## src/rtl/pipe_hazard_ctrl_if.sv

```systemverilog
// Hazard sources from the pipeline stages and the per-stage stall/bubble controls
// returned to them; the controller uses the slave view, the pipeline the master view.
interface pipe_hazard_ctrl_if;
  logic [4:0] D_rs1_i;
  logic [4:0] D_rs2_i;
  logic       D_use_rs1_i;
  logic       D_use_rs2_i;
  logic       E_is_load_i;
  logic       E_need_dstE_i;
  logic [4:0] E_dstE_i;
  logic       E_redirect_i;
  logic       E_csr_trap_i;
  logic       M_mem_req_i;
  logic       M_mem_ready_i;

  logic       PC_stall_o;
  logic       F_stall_o;
  logic       F_bubble_o;
  logic       D_stall_o;
  logic       D_bubble_o;
  logic       E_stall_o;
  logic       E_bubble_o;
  logic       M_stall_o;
  logic       M_bubble_o;

  modport slave (
    input  D_rs1_i, D_rs2_i, D_use_rs1_i, D_use_rs2_i,
    input  E_is_load_i, E_need_dstE_i, E_dstE_i, E_redirect_i, E_csr_trap_i,
    input  M_mem_req_i, M_mem_ready_i,
    output PC_stall_o, F_stall_o, F_bubble_o, D_stall_o, D_bubble_o,
    output E_stall_o, E_bubble_o, M_stall_o, M_bubble_o
  );

  modport master (
    output D_rs1_i, D_rs2_i, D_use_rs1_i, D_use_rs2_i,
    output E_is_load_i, E_need_dstE_i, E_dstE_i, E_redirect_i, E_csr_trap_i,
    output M_mem_req_i, M_mem_ready_i,
    input  PC_stall_o, F_stall_o, F_bubble_o, D_stall_o, D_bubble_o,
    input  E_stall_o, E_bubble_o, M_stall_o, M_bubble_o
  );
endinterface

```

## src/rtl/pipe_hazard_ctrl.sv

```systemverilog
// Central hazard/flush controller for the 5-stage pipeline: per-stage stall/bubble,
// wait/drain FSM, memory-wait timeout pulse and stall performance counter.
module pipe_hazard_ctrl #(
  parameter int unsigned TRAP_DRAIN  = 2,
  parameter int unsigned MEM_TIMEOUT = 64,
  parameter int unsigned CNT_WIDTH   = 32
) (
  input  logic                 clk_i,
  input  logic                 rst_n_i,
  pipe_hazard_ctrl_if.slave    hz,
  output logic                 mem_timeout_o,
  output logic [1:0]           state_o,
  output logic [CNT_WIDTH-1:0] stall_cnt_o
);

  localparam int unsigned DW = (TRAP_DRAIN > 0) ? $clog2(TRAP_DRAIN + 1) : 1;
  localparam logic [DW-1:0] DRAIN_LOAD  = DW'(TRAP_DRAIN);
  localparam logic [15:0]   TIMEOUT_VAL = 16'(MEM_TIMEOUT);

  typedef enum logic [1:0] {
    ST_RUN        = 2'd0,
    ST_MEM_WAIT   = 2'd1,
    ST_TRAP_DRAIN = 2'd2
  } state_e;

  state_e                state_q, state_d;
  logic [DW-1:0]         drain_q, drain_d;
  logic [15:0]           wait_q, wait_d;
  logic                  fired_q, fired_d;
  logic                  timeout_q, timeout_d;
  logic [CNT_WIDTH-1:0]  stall_cnt_q, stall_cnt_d;

  logic memwait, loaduse;
  logic pc_stall, f_stall, f_bubble, d_stall, d_bubble;
  logic e_stall, e_bubble, m_stall, m_bubble;

  assign memwait = hz.M_mem_req_i & ~hz.M_mem_ready_i;
  assign loaduse = hz.E_is_load_i & hz.E_need_dstE_i & (hz.E_dstE_i != 5'd0) &
                   ((hz.D_use_rs1_i & (hz.D_rs1_i == hz.E_dstE_i)) |
                    (hz.D_use_rs2_i & (hz.D_rs2_i == hz.E_dstE_i)));

  // Reset forces every stage to a bubble so clocks during reset flush the pipe.
  always_comb begin
    pc_stall = 1'b0;
    f_stall  = 1'b0;
    f_bubble = 1'b0;
    d_stall  = 1'b0;
    d_bubble = 1'b0;
    e_stall  = 1'b0;
    e_bubble = 1'b0;
    m_stall  = 1'b0;
    m_bubble = 1'b0;
    if (!rst_n_i) begin
      f_bubble = 1'b1;
      d_bubble = 1'b1;
      e_bubble = 1'b1;
      m_bubble = 1'b1;
    end else if (memwait) begin
      pc_stall = 1'b1;
      f_stall  = 1'b1;
      d_stall  = 1'b1;
      e_stall  = 1'b1;
      m_bubble = 1'b1;
    end else if (hz.E_csr_trap_i) begin
      f_bubble = 1'b1;
      d_bubble = 1'b1;
    end else if (state_q == ST_TRAP_DRAIN) begin
      f_bubble = 1'b1;
    end else if (hz.E_redirect_i) begin
      f_bubble = 1'b1;
      d_bubble = 1'b1;
    end else if (loaduse) begin
      pc_stall = 1'b1;
      f_stall  = 1'b1;
      d_bubble = 1'b1;
    end
  end

  // A memory wait freezes the drain count; a pending drain resumes once the wait ends.
  always_comb begin
    state_d = state_q;
    drain_d = drain_q;
    if (memwait) begin
      state_d = ST_MEM_WAIT;
    end else if (hz.E_csr_trap_i && (TRAP_DRAIN > 0)) begin
      state_d = ST_TRAP_DRAIN;
      drain_d = DRAIN_LOAD;
    end else begin
      case (state_q)
        ST_MEM_WAIT:   state_d = (drain_q != '0) ? ST_TRAP_DRAIN : ST_RUN;
        ST_TRAP_DRAIN: begin
          if (drain_q <= DW'(1)) begin
            state_d = ST_RUN;
            drain_d = '0;
          end else begin
            drain_d = drain_q - DW'(1);
          end
        end
        default:       state_d = ST_RUN;
      endcase
    end
  end

  // fired_q keeps a saturated wait counter from re-triggering the timeout.
  always_comb begin
    wait_d      = '0;
    fired_d     = 1'b0;
    timeout_d   = (wait_q == TIMEOUT_VAL) & ~fired_q;
    stall_cnt_d = stall_cnt_q + CNT_WIDTH'(pc_stall);
    if (memwait) begin
      wait_d  = (wait_q == 16'hFFFF) ? wait_q : wait_q + 16'd1;
      fired_d = fired_q | timeout_d;
    end
  end

  always_ff @(posedge clk_i or negedge rst_n_i) begin
    if (!rst_n_i) begin
      state_q     <= ST_RUN;
      drain_q     <= '0;
      wait_q      <= '0;
      fired_q     <= 1'b0;
      timeout_q   <= 1'b0;
      stall_cnt_q <= '0;
    end else begin
      state_q     <= state_d;
      drain_q     <= drain_d;
      wait_q      <= wait_d;
      fired_q     <= fired_d;
      timeout_q   <= timeout_d;
      stall_cnt_q <= stall_cnt_d;
    end
  end

  assign hz.PC_stall_o = pc_stall;
  assign hz.F_stall_o  = f_stall;
  assign hz.F_bubble_o = f_bubble;
  assign hz.D_stall_o  = d_stall;
  assign hz.D_bubble_o = d_bubble;
  assign hz.E_stall_o  = e_stall;
  assign hz.E_bubble_o = e_bubble;
  assign hz.M_stall_o  = m_stall;
  assign hz.M_bubble_o = m_bubble;

  assign mem_timeout_o = timeout_q;
  assign state_o       = state_q;
  assign stall_cnt_o   = stall_cnt_q;

endmodule

```

## src/flat_wrapper.sv

```systemverilog
// flat-port wrapper written by rule: the top's interface ports become plain ports
module pipe_hazard_ctrl_flat 
#(
  parameter int unsigned TRAP_DRAIN  = 2,
  parameter int unsigned MEM_TIMEOUT = 64,
  parameter int unsigned CNT_WIDTH   = 32
)
  (clk_i, rst_n_i, mem_timeout_o, state_o, stall_cnt_o, hz_D_rs1_i, hz_D_rs2_i, hz_D_use_rs1_i, hz_D_use_rs2_i, hz_E_is_load_i, hz_E_need_dstE_i, hz_E_dstE_i, hz_E_redirect_i, hz_E_csr_trap_i, hz_M_mem_req_i, hz_M_mem_ready_i, hz_PC_stall_o, hz_F_stall_o, hz_F_bubble_o, hz_D_stall_o, hz_D_bubble_o, hz_E_stall_o, hz_E_bubble_o, hz_M_stall_o, hz_M_bubble_o);
  pipe_hazard_ctrl_if hz_i ();
  input  logic clk_i;
  input  logic rst_n_i;
  output logic mem_timeout_o;
  output logic [1:0] state_o;
  output logic [CNT_WIDTH-1:0] stall_cnt_o;
  input wire logic [$bits(hz_i.D_rs1_i)-1:0] hz_D_rs1_i;
  input wire logic [$bits(hz_i.D_rs2_i)-1:0] hz_D_rs2_i;
  input wire logic [$bits(hz_i.D_use_rs1_i)-1:0] hz_D_use_rs1_i;
  input wire logic [$bits(hz_i.D_use_rs2_i)-1:0] hz_D_use_rs2_i;
  input wire logic [$bits(hz_i.E_is_load_i)-1:0] hz_E_is_load_i;
  input wire logic [$bits(hz_i.E_need_dstE_i)-1:0] hz_E_need_dstE_i;
  input wire logic [$bits(hz_i.E_dstE_i)-1:0] hz_E_dstE_i;
  input wire logic [$bits(hz_i.E_redirect_i)-1:0] hz_E_redirect_i;
  input wire logic [$bits(hz_i.E_csr_trap_i)-1:0] hz_E_csr_trap_i;
  input wire logic [$bits(hz_i.M_mem_req_i)-1:0] hz_M_mem_req_i;
  input wire logic [$bits(hz_i.M_mem_ready_i)-1:0] hz_M_mem_ready_i;
  output wire logic [$bits(hz_i.PC_stall_o)-1:0] hz_PC_stall_o;
  output wire logic [$bits(hz_i.F_stall_o)-1:0] hz_F_stall_o;
  output wire logic [$bits(hz_i.F_bubble_o)-1:0] hz_F_bubble_o;
  output wire logic [$bits(hz_i.D_stall_o)-1:0] hz_D_stall_o;
  output wire logic [$bits(hz_i.D_bubble_o)-1:0] hz_D_bubble_o;
  output wire logic [$bits(hz_i.E_stall_o)-1:0] hz_E_stall_o;
  output wire logic [$bits(hz_i.E_bubble_o)-1:0] hz_E_bubble_o;
  output wire logic [$bits(hz_i.M_stall_o)-1:0] hz_M_stall_o;
  output wire logic [$bits(hz_i.M_bubble_o)-1:0] hz_M_bubble_o;
  assign hz_i.D_rs1_i = hz_D_rs1_i;
  assign hz_i.D_rs2_i = hz_D_rs2_i;
  assign hz_i.D_use_rs1_i = hz_D_use_rs1_i;
  assign hz_i.D_use_rs2_i = hz_D_use_rs2_i;
  assign hz_i.E_is_load_i = hz_E_is_load_i;
  assign hz_i.E_need_dstE_i = hz_E_need_dstE_i;
  assign hz_i.E_dstE_i = hz_E_dstE_i;
  assign hz_i.E_redirect_i = hz_E_redirect_i;
  assign hz_i.E_csr_trap_i = hz_E_csr_trap_i;
  assign hz_i.M_mem_req_i = hz_M_mem_req_i;
  assign hz_i.M_mem_ready_i = hz_M_mem_ready_i;
  assign hz_PC_stall_o = hz_i.PC_stall_o;
  assign hz_F_stall_o = hz_i.F_stall_o;
  assign hz_F_bubble_o = hz_i.F_bubble_o;
  assign hz_D_stall_o = hz_i.D_stall_o;
  assign hz_D_bubble_o = hz_i.D_bubble_o;
  assign hz_E_stall_o = hz_i.E_stall_o;
  assign hz_E_bubble_o = hz_i.E_bubble_o;
  assign hz_M_stall_o = hz_i.M_stall_o;
  assign hz_M_bubble_o = hz_i.M_bubble_o;
  pipe_hazard_ctrl #(.TRAP_DRAIN(TRAP_DRAIN), .MEM_TIMEOUT(MEM_TIMEOUT), .CNT_WIDTH(CNT_WIDTH)) u_core (.clk_i(clk_i), .rst_n_i(rst_n_i), .hz(hz_i), .mem_timeout_o(mem_timeout_o), .state_o(state_o), .stall_cnt_o(stall_cnt_o));
endmodule
```

## config.mk

```make
export PLATFORM = sky130hd
export DESIGN_NAME = pipe_hazard_ctrl_flat
export DESIGN_NICKNAME = d
export VERILOG_FILES = /design/src/rtl/pipe_hazard_ctrl_if.sv /design/src/rtl/pipe_hazard_ctrl.sv /design/src/flat_wrapper.sv
export SDC_FILE = /design/constraint.sdc
export NUM_CORES = 1
export LEC_CHECK = 0
export CAP_MARGIN = 10
export CORE_ASPECT_RATIO = 0.75
export CORE_UTILIZATION = 35
export CTS_BUF_LIST = sky130_fd_sc_hd__clkbuf_8
export DETAILED_ROUTE_END_ITERATION = 16
export SYNTH_ARGS = -nofsm -noshare
export SYNTH_HDL_FRONTEND = slang
export SYNTH_SLANG_ARGS = --single-unit
```

## constraint.sdc

```tcl
create_clock -name clk_i -period 4.34 [get_ports clk_i]
set_input_delay 0.651 -clock clk_i [delete_from_list [all_inputs] [get_ports clk_i]]
set_output_delay 0.651 -clock clk_i [all_outputs]
set_load 0.1 [all_outputs]
```

==> impl_metrics.env, run 1 <==
export IMPL_finalMaxSlewViolations=0
export IMPL_start_util=0.3689
export IMPL_holdWs_ns=0.3316
export IMPL_cts_max_level=2
export IMPL_switchingPower_mw=0.3905
export IMPL_async_reset_ff_frac=1.000
export IMPL_ys_ff_latch=54
export IMPL_place_area_um2=3510
export IMPL_die_h_um=79.00
export IMPL_cts_resized_gates=0
export IMPL_clockBufferDepth=2
export IMPL_core_area_um2=7500
export IMPL_clock_fmax_mhz=291.8
export IMPL_avgRoutedWirePerCell_um=14.37
export IMPL_dp_hpwl_um=4564
export IMPL_synthToLayoutAreaGrowth_pct=30.85
export IMPL_startpoint_type="input port"
export IMPL_postCtsSetupBuffers=0
export IMPL_setup_tns_final_ns=0
export IMPL_synthCells=264
export IMPL_syn_area_um2=2766
export IMPL_drv_cap=0
export IMPL_grt_pass1_vias=2049
export IMPL_met1Wirelength_um=3225
export IMPL_synth_edff_count=0
export IMPL_final_area_um2=3620
export IMPL_drc=0
export IMPL_nets=360
export IMPL_routabilityCongestion=0.8431
export IMPL_grt_overflow_total=0
export IMPL_clk_pin_slew_ns=0.10
export IMPL_arrival_ns=3.62
export IMPL_vias=2182
export IMPL_fin_crit_sh=0.7897
export IMPL_final_cells=433
export IMPL_wirelength_um=6224
export IMPL_status="complete, no violations"
export IMPL_drive_gt1_frac=0.09337
export IMPL_worstMarginPinSlew_ns=0.9872
export IMPL_synth_nets=293
export IMPL_finalWorstSetupSlack_ns=0.9128
export IMPL_clock_skew_ns=0.005715
export IMPL_path_class="input port to flop"
export IMPL_pre_cts_ws_ns=0.5827
export IMPL_cts_tree="done"
export IMPL_numCtsBuffers=5
export IMPL_cts_num_sinks=54
export IMPL_ir_worst_vdd_mv=0.2353
export IMPL_drt_vias_per_instance=5.039
export IMPL_drtIter0Drc=226
export IMPL_hold_class="input port to async pin"
export IMPL_synth_cell_types=43
export IMPL_relSlewSlack=0.3398
export IMPL_hold_viol=0
export IMPL_clkPwrFrac=0.287
export IMPL_p_int_mw=0.7658
export IMPL_grt_max_degree=37
export IMPL_setup_viol=0
export IMPL_die_width_um=104.7
export IMPL_ant_nets=0
export IMPL_drt_pass1_iterations=4
export IMPL_combPwrFrac=0.239
export IMPL_grt_pass1_wl_um=10380
export IMPL_top_layer_used="met4"
export IMPL_synthFlopType="dfrtp_1"
export IMPL_diodes=0
export IMPL_yosysWarnings=0
export IMPL_route_met2_wl_um=2676
export IMPL_dpl_cell_count=425
export IMPL_leakagePower_nw=1.533
export IMPL_critPathRequiredTime_ns=4.53
export IMPL_cp_max_fo=8
export IMPL_yosysSeqAreaShare=0.4885
export IMPL_endpoint_kind="flop"
export IMPL_avgSynthCellArea_um2=10.48
export IMPL_postCtsHoldBufs=0
export IMPL_swShare=0.3377
export IMPL_route_met3_wl_um=276
export IMPL_antenna_found_initial=0
export IMPL_pwr_density_cell_nw_per_um2=319.5
export IMPL_io_pins=69
export IMPL_rsz0062_at_grt="false"
export IMPL_cts_root_buf="clkbuf_8"
export IMPL_layout_min_cycle_time_ns=3.427
export IMPL_portBuffers=67
export IMPL_num_rows=27
export IMPL_die_area_um2=8268
export IMPL_clk_latency_ns=0.30
export IMPL_grt_use_total=0.1579
export IMPL_seqPwrFrac=0.474
==> layer usage <==
metal | global-route usage | up-vias
met5 | 0 | -
met2 | 0.2291 | 58
met1 | 0.2392 | 1071
met3 | 0.02627 | 2
met4 | 0.04648 | 0
li1 | - | 1051
==> layout by cell type (no fill, tap or decap), types with 3 or more instances in the layout <==
| cell | n |
|---|---|
| a21oi_1 | 5 |
| a31oi_1 | 3 |
| and2_1 | 4 |
| and3_1 | 9 |
| and4_1 | 6 |
| buf_4 | 9 |
| clkbuf_8 | 5 |
| clkdlybuf4s50_1 | 59 |
| dfrtp_1 | 53 |
| ha_1 | 4 |
| inv_1 | 11 |
| nand2_1 | 23 |
| nand2b_1 | 3 |
| nand3_1 | 14 |
| nand3_2 | 3 |
| nand4_1 | 10 |
| nor2_1 | 19 |
| nor3_1 | 5 |
| o21ai_0 | 8 |
| xnor2_1 | 36 |
| xor2_1 | 11 |
==> stage by stage <==
stage	total power, mW	util
2_1_floorplan	0.7442	-
3_3_place_gp	0.8342	0.4680
3_5_place_dp	0.8362	0.4680
4_1_cts	1.177	0.4826
5_1_grt	1.211	0.4826
6_report	1.156	0.4826
==> power groups by stage <==
stage	clock network [mW]	registers [mW]	logic, mW
finish	0.332	0.548	0.277
global route	0.371	0.551	0.289
CTS	0.349	0.548	0.279
detailed placement	0	0.558	0.279
global placement	0	0.556	0.278
floorplan	0	0.675	0.0693
==> worst max-delay path: stages <==
cell and delay [ns]:
clkdlybuf4s50_1 0.54, xnor2_1 0.14, nand4_1 0.10, o22ai_1 0.18, o2111ai_1 0.23, a21oi_4 0.24, ha_1 0.22, ha_1 0.27
nand3_1 0.11, nor2_2 0.22, and3_1 0.40, nand4_1 0.16, xnor2_1 0.15
==> area by class of cell <==
type | instances | area (um2)
fill | 718 | 3880
clock buffer | 5 | 68.82
inverter | 10 | 37.54
multi-input combinational | 191 | 1330
timing repair buffer | 69 | 663.1
sequential | 54 | 1353
clock inverter | 3 | 41.29
tap | 101 | 126.4
==> logic make-up after synthesis <==
| family | synth area share |
|---|---|
| AO/OA/AOI/OAI | 0.06468 |
| buffers and inverters | 0.03483 |
| XOR/XNOR | 0.1606 |
| adder cells (fa/ha/maj) | 0.01809 |
| flip-flops | 0.4885 |
| multiplexers | 0.003618 |
| AND/OR/NAND/NOR | 0.2284 |
| other | 0.001356 |
==> synth_stat cells, types with 2 or more instances <==
cell       instances  area, um2
dfrtp_1           54       1351
nor2_1            19      71.32
and3_1             9      56.30
nor3_1             5      25.02
buf_4              4      30.03
ha_1               4      50.05
a21oi_1            6      30.03
xor2_1            11      96.34
o21ai_0            8      40.04
xnor2_2            2      32.53
a31oi_1            3      18.77
nand3_2            3      30.03
nand4_2            2      25.02
nor4b_1            2      17.52
o2111ai_1          2      17.52
nand4_1           10      62.56
nand4_4            2      42.54
and2_1             4      25.02
nand3_1           14      70.07
nand2b_1           3      18.77
clkbuf_1           2      7.510
and4_1             6      52.55
nand2_1           23      86.33
o22ai_1            2      12.51
nor4_1             2      12.51
inv_1             10      37.54
xnor2_1           36      315.3
==> flip-flops by register name, indices dropped and copies added, names as in the netlist <==
| register | count |
|---|---|
| u_core.wait_q | 16 |
| u_core.stall_cnt_o | 32 |
| u_core.state_o | 2 |
| u_core.drain_q | 2 |
| u_core.mem_timeout_o | 1 |
| u_core.fired_q | 1 |
==> final timing paths <==
kind	start	endpoint	slack (ns)	depth (start not counted)
worst max-delay path	hz_E_dstE_i[1]	u_core.stall_cnt_o[30]$_DFF_PN0_	0.91	13
worst min-delay path	rst_n_i	u_core.state_o[1]$_DFFE_PN0P_	0.33	1
worst max register to register	u_core.state_o[1]$_DFFE_PN0P_	u_core.stall_cnt_o[30]$_DFF_PN0_	1.62	11
worst min register to register	u_core.fired_q$_DFF_PN0_	u_core.mem_timeout_o$_DFF_PN0_	0.44	1
max in group asynchronous	rst_n_i	u_core.stall_cnt_o[9]$_DFF_PN0_	3.15	2
min in group clk_i	u_core.fired_q$_DFF_PN0_	u_core.mem_timeout_o$_DFF_PN0_	0.44	1
No activity file was read; power rests on OpenSTA's default activity.
==> run 2: changes to the inputs <==
clock period = 3.05 ns   (was 4.34 ns; I/O delays follow)
==> run 2 against run 1 <==
Net effect:
- cell count is 2.3% higher
- clock-buffer cell count is 1 higher
- first-iteration DRC count is 39% lower
- critical path depth is 7 lower
- die area stayed put
- worst hold slack worse by 0.070 ns
- sequential share of layout area is 1.8 points lower
- global-route usage is 0.066 points lower
- critical endpoint is now hz_D_bubble_o
- combinational power is 49% higher
- clock skew is 0.0071 ns higher
- total power is 55% higher
==> impl_metrics.env, run 2 (synthesis gave the netlist of run 1 again) <==
export IMPL_clock_fmax_mhz=352.5
export IMPL_top_layer_used="met4"
export IMPL_r2r_end="u_core.stall_cnt_o[25]$_DFF_PN0_"
export IMPL_hold_viol=0
export IMPL_endpoint_kind="output pin"
export IMPL_grt_max_degree=30
export IMPL_setup_tns_final_ns=0
export IMPL_critPathRequiredTime_ns=2.59
export IMPL_pre_cts_ws_ns=-0.1307
export IMPL_cts_resized_gates=0
export IMPL_finalWorstSetupSlack_ns=0.2129
export IMPL_clock_skew_ns=0.01282
export IMPL_routabilityCongestion=0.9184
export IMPL_leakagePower_nw=1.704
export IMPL_largest_register_ffs=32
export IMPL_dp_hpwl_um=4569
export IMPL_num_rows=27
export IMPL_ant_nets=0
export IMPL_grt_pass1_vias=2059
export IMPL_drt_pass1_iterations=4
export IMPL_final_cell_mix="52 x dfrtp_1, 47 x buf_4, 36 x xnor2_1"
export IMPL_arrival_ns=2.38
export IMPL_layout_min_cycle_time_ns=2.837
export IMPL_cts_max_level=2
export IMPL_postCtsHoldBufs=0
export IMPL_startpoint_type="input port"
export IMPL_portBuffers=67
export IMPL_drt_vias_per_instance=4.986
export IMPL_numCtsBuffers=5
export IMPL_dpl_cell_count=435
export IMPL_pwr_density_cell_nw_per_um2=469.0
export IMPL_synthToLayoutAreaGrowth_pct=37.86
export IMPL_path_class="input port to output pin"
export IMPL_route_met2_wl_um=2381
export IMPL_antenna_found_initial=0
export IMPL_critPathCapture="hz_D_bubble_o"
export IMPL_diodes=0
export IMPL_ir_worst_vdd_mv=0.3144
export IMPL_drc=0
export IMPL_grt_pass1_wl_um=10360
export IMPL_vias=2209
export IMPL_final_common_cell="dfrtp_1"
export IMPL_rsz0062_at_grt="false"
export IMPL_holdWs_ns=0.2612
export IMPL_grt_overflow_total=0
export IMPL_finalMaxSlewViolations=0
export IMPL_die_width_um=104.7
export IMPL_clk_pin_slew_ns=0.10
export IMPL_avgRoutedWirePerCell_um=13.77
export IMPL_clk_latency_ns=0.31
export IMPL_io_pins=69
export IMPL_die_h_um=79.00
export IMPL_route_met3_wl_um=443
export IMPL_cts_num_sinks=54
export IMPL_start_util=0.3689
export IMPL_drive_gt1_frac=0.2573
export IMPL_core_area_um2=7500
export IMPL_cts_root_buf="clkbuf_8"
export IMPL_clockBufferDepth=2
export IMPL_final_cells=443
export IMPL_drtIter0Drc=138
export IMPL_grt_use_total=0.1572
export IMPL_drv_cap=0
export IMPL_ff2ff_setup_slack_ns=0.87
export IMPL_nets=370
export IMPL_r2r_start="u_core.state_o[0]$_DFFE_PN0P_"
export IMPL_wirelength_um=6101
export IMPL_cp_max_fo=3
export IMPL_setup_viol=0
export IMPL_postCtsSetupBuffers=0
export IMPL_cp_startpoint="hz_E_dstE_i[0]"
export IMPL_total_power_mw=1.789
export IMPL_fin_crit_sh=0.9302
export IMPL_die_area_um2=8268
export IMPL_hold_class="input port to async pin"
export IMPL_met1Wirelength_um=3206
export IMPL_status="complete, no violations"
export IMPL_cts_tree="done"
export IMPL_rr_worst_depth=11
run 2: changes by cell type in the layout (fill, tap and decap cells not counted), moves of 2 or more:
cell / change
nand3_1: -2
nand2b_4: +2
ha_1: -2
nand2b_1: -2
buf_4: +38
clkdlybuf4s50_1: -36
nand3_2: +2
ha_4: +2
buf_12: +8
run 2: layout make-up:
class / count / area (um2)
inverter: 10 / 37.54
clock buffer: 6 / 82.58
timing repair buffer: 79 / 748.2
fill: 697 / 3686
sequential: 54 / 1356
multi-input combinational: 191 / 1403
clock inverter: 2 / 60.06
tap: 101 / 126.4
run 2: worst min path at each step:
| stage | startpoint | end | slack [ns] | depth (start not counted) |
|---|---|---|---|---|
| CTS | rst_n_i | u_core.stall_cnt_o[15]$_DFF_PN0_ | 0.27 | 2 |
| global placement | u_core.fired_q$_DFF_PN0_ | u_core.mem_timeout_o$_DFF_PN0_ | 0.41 | 1 |
| detailed placement | u_core.fired_q$_DFF_PN0_ | u_core.mem_timeout_o$_DFF_PN0_ | 0.42 | 1 |
| finish | rst_n_i | u_core.wait_q[0]$_DFFE_PN0P_ | 0.26 | 2 |
| global route | rst_n_i | u_core.stall_cnt_o[19]$_DFF_PN0_ | 0.28 | 2 |
| floorplan | rst_n_i | u_core.drain_q[0]$_DFFE_PN0P_ | 0.16 | 0 |
run 2: stage by stage:
step,util,cell area [um2]
after floorplan,-,2859
after global placement,0.4895,3671
after detailed placement,0.4895,3671
after CTS,0.5085,3814
after global routing,0.5085,3814
final,0.5085,3814
run 2: critical path, stage by stage:
cell,delay [ns]
clkdlybuf4s50_1,0.47
or4_1,0.54
o2111ai_1,0.35
buf_4,0.18
o221ai_1,0.15
buf_12,0.23
run 2: per-layer routing:
| layer | vias up | track usage |
|---|---|---|
| met1 | 1053 | 0.2397 |
| met3 | 5 | 0.03777 |
| met2 | 76 | 0.2146 |
| li1 | 1075 | - |
| met4 | 0 | 0.05070 |
| met5 | - | 0 |
run 2: report_power, final:
| part | internal, mW | switching [mW] | leakage (nW) |
|---|---|---|---|
| Clock | 0.350 | 0.236 | 0.0714 |
| Sequential | 0.746 | 0.0439 | 0.734 |
| Combinational | 0.116 | 0.297 | 0.900 |
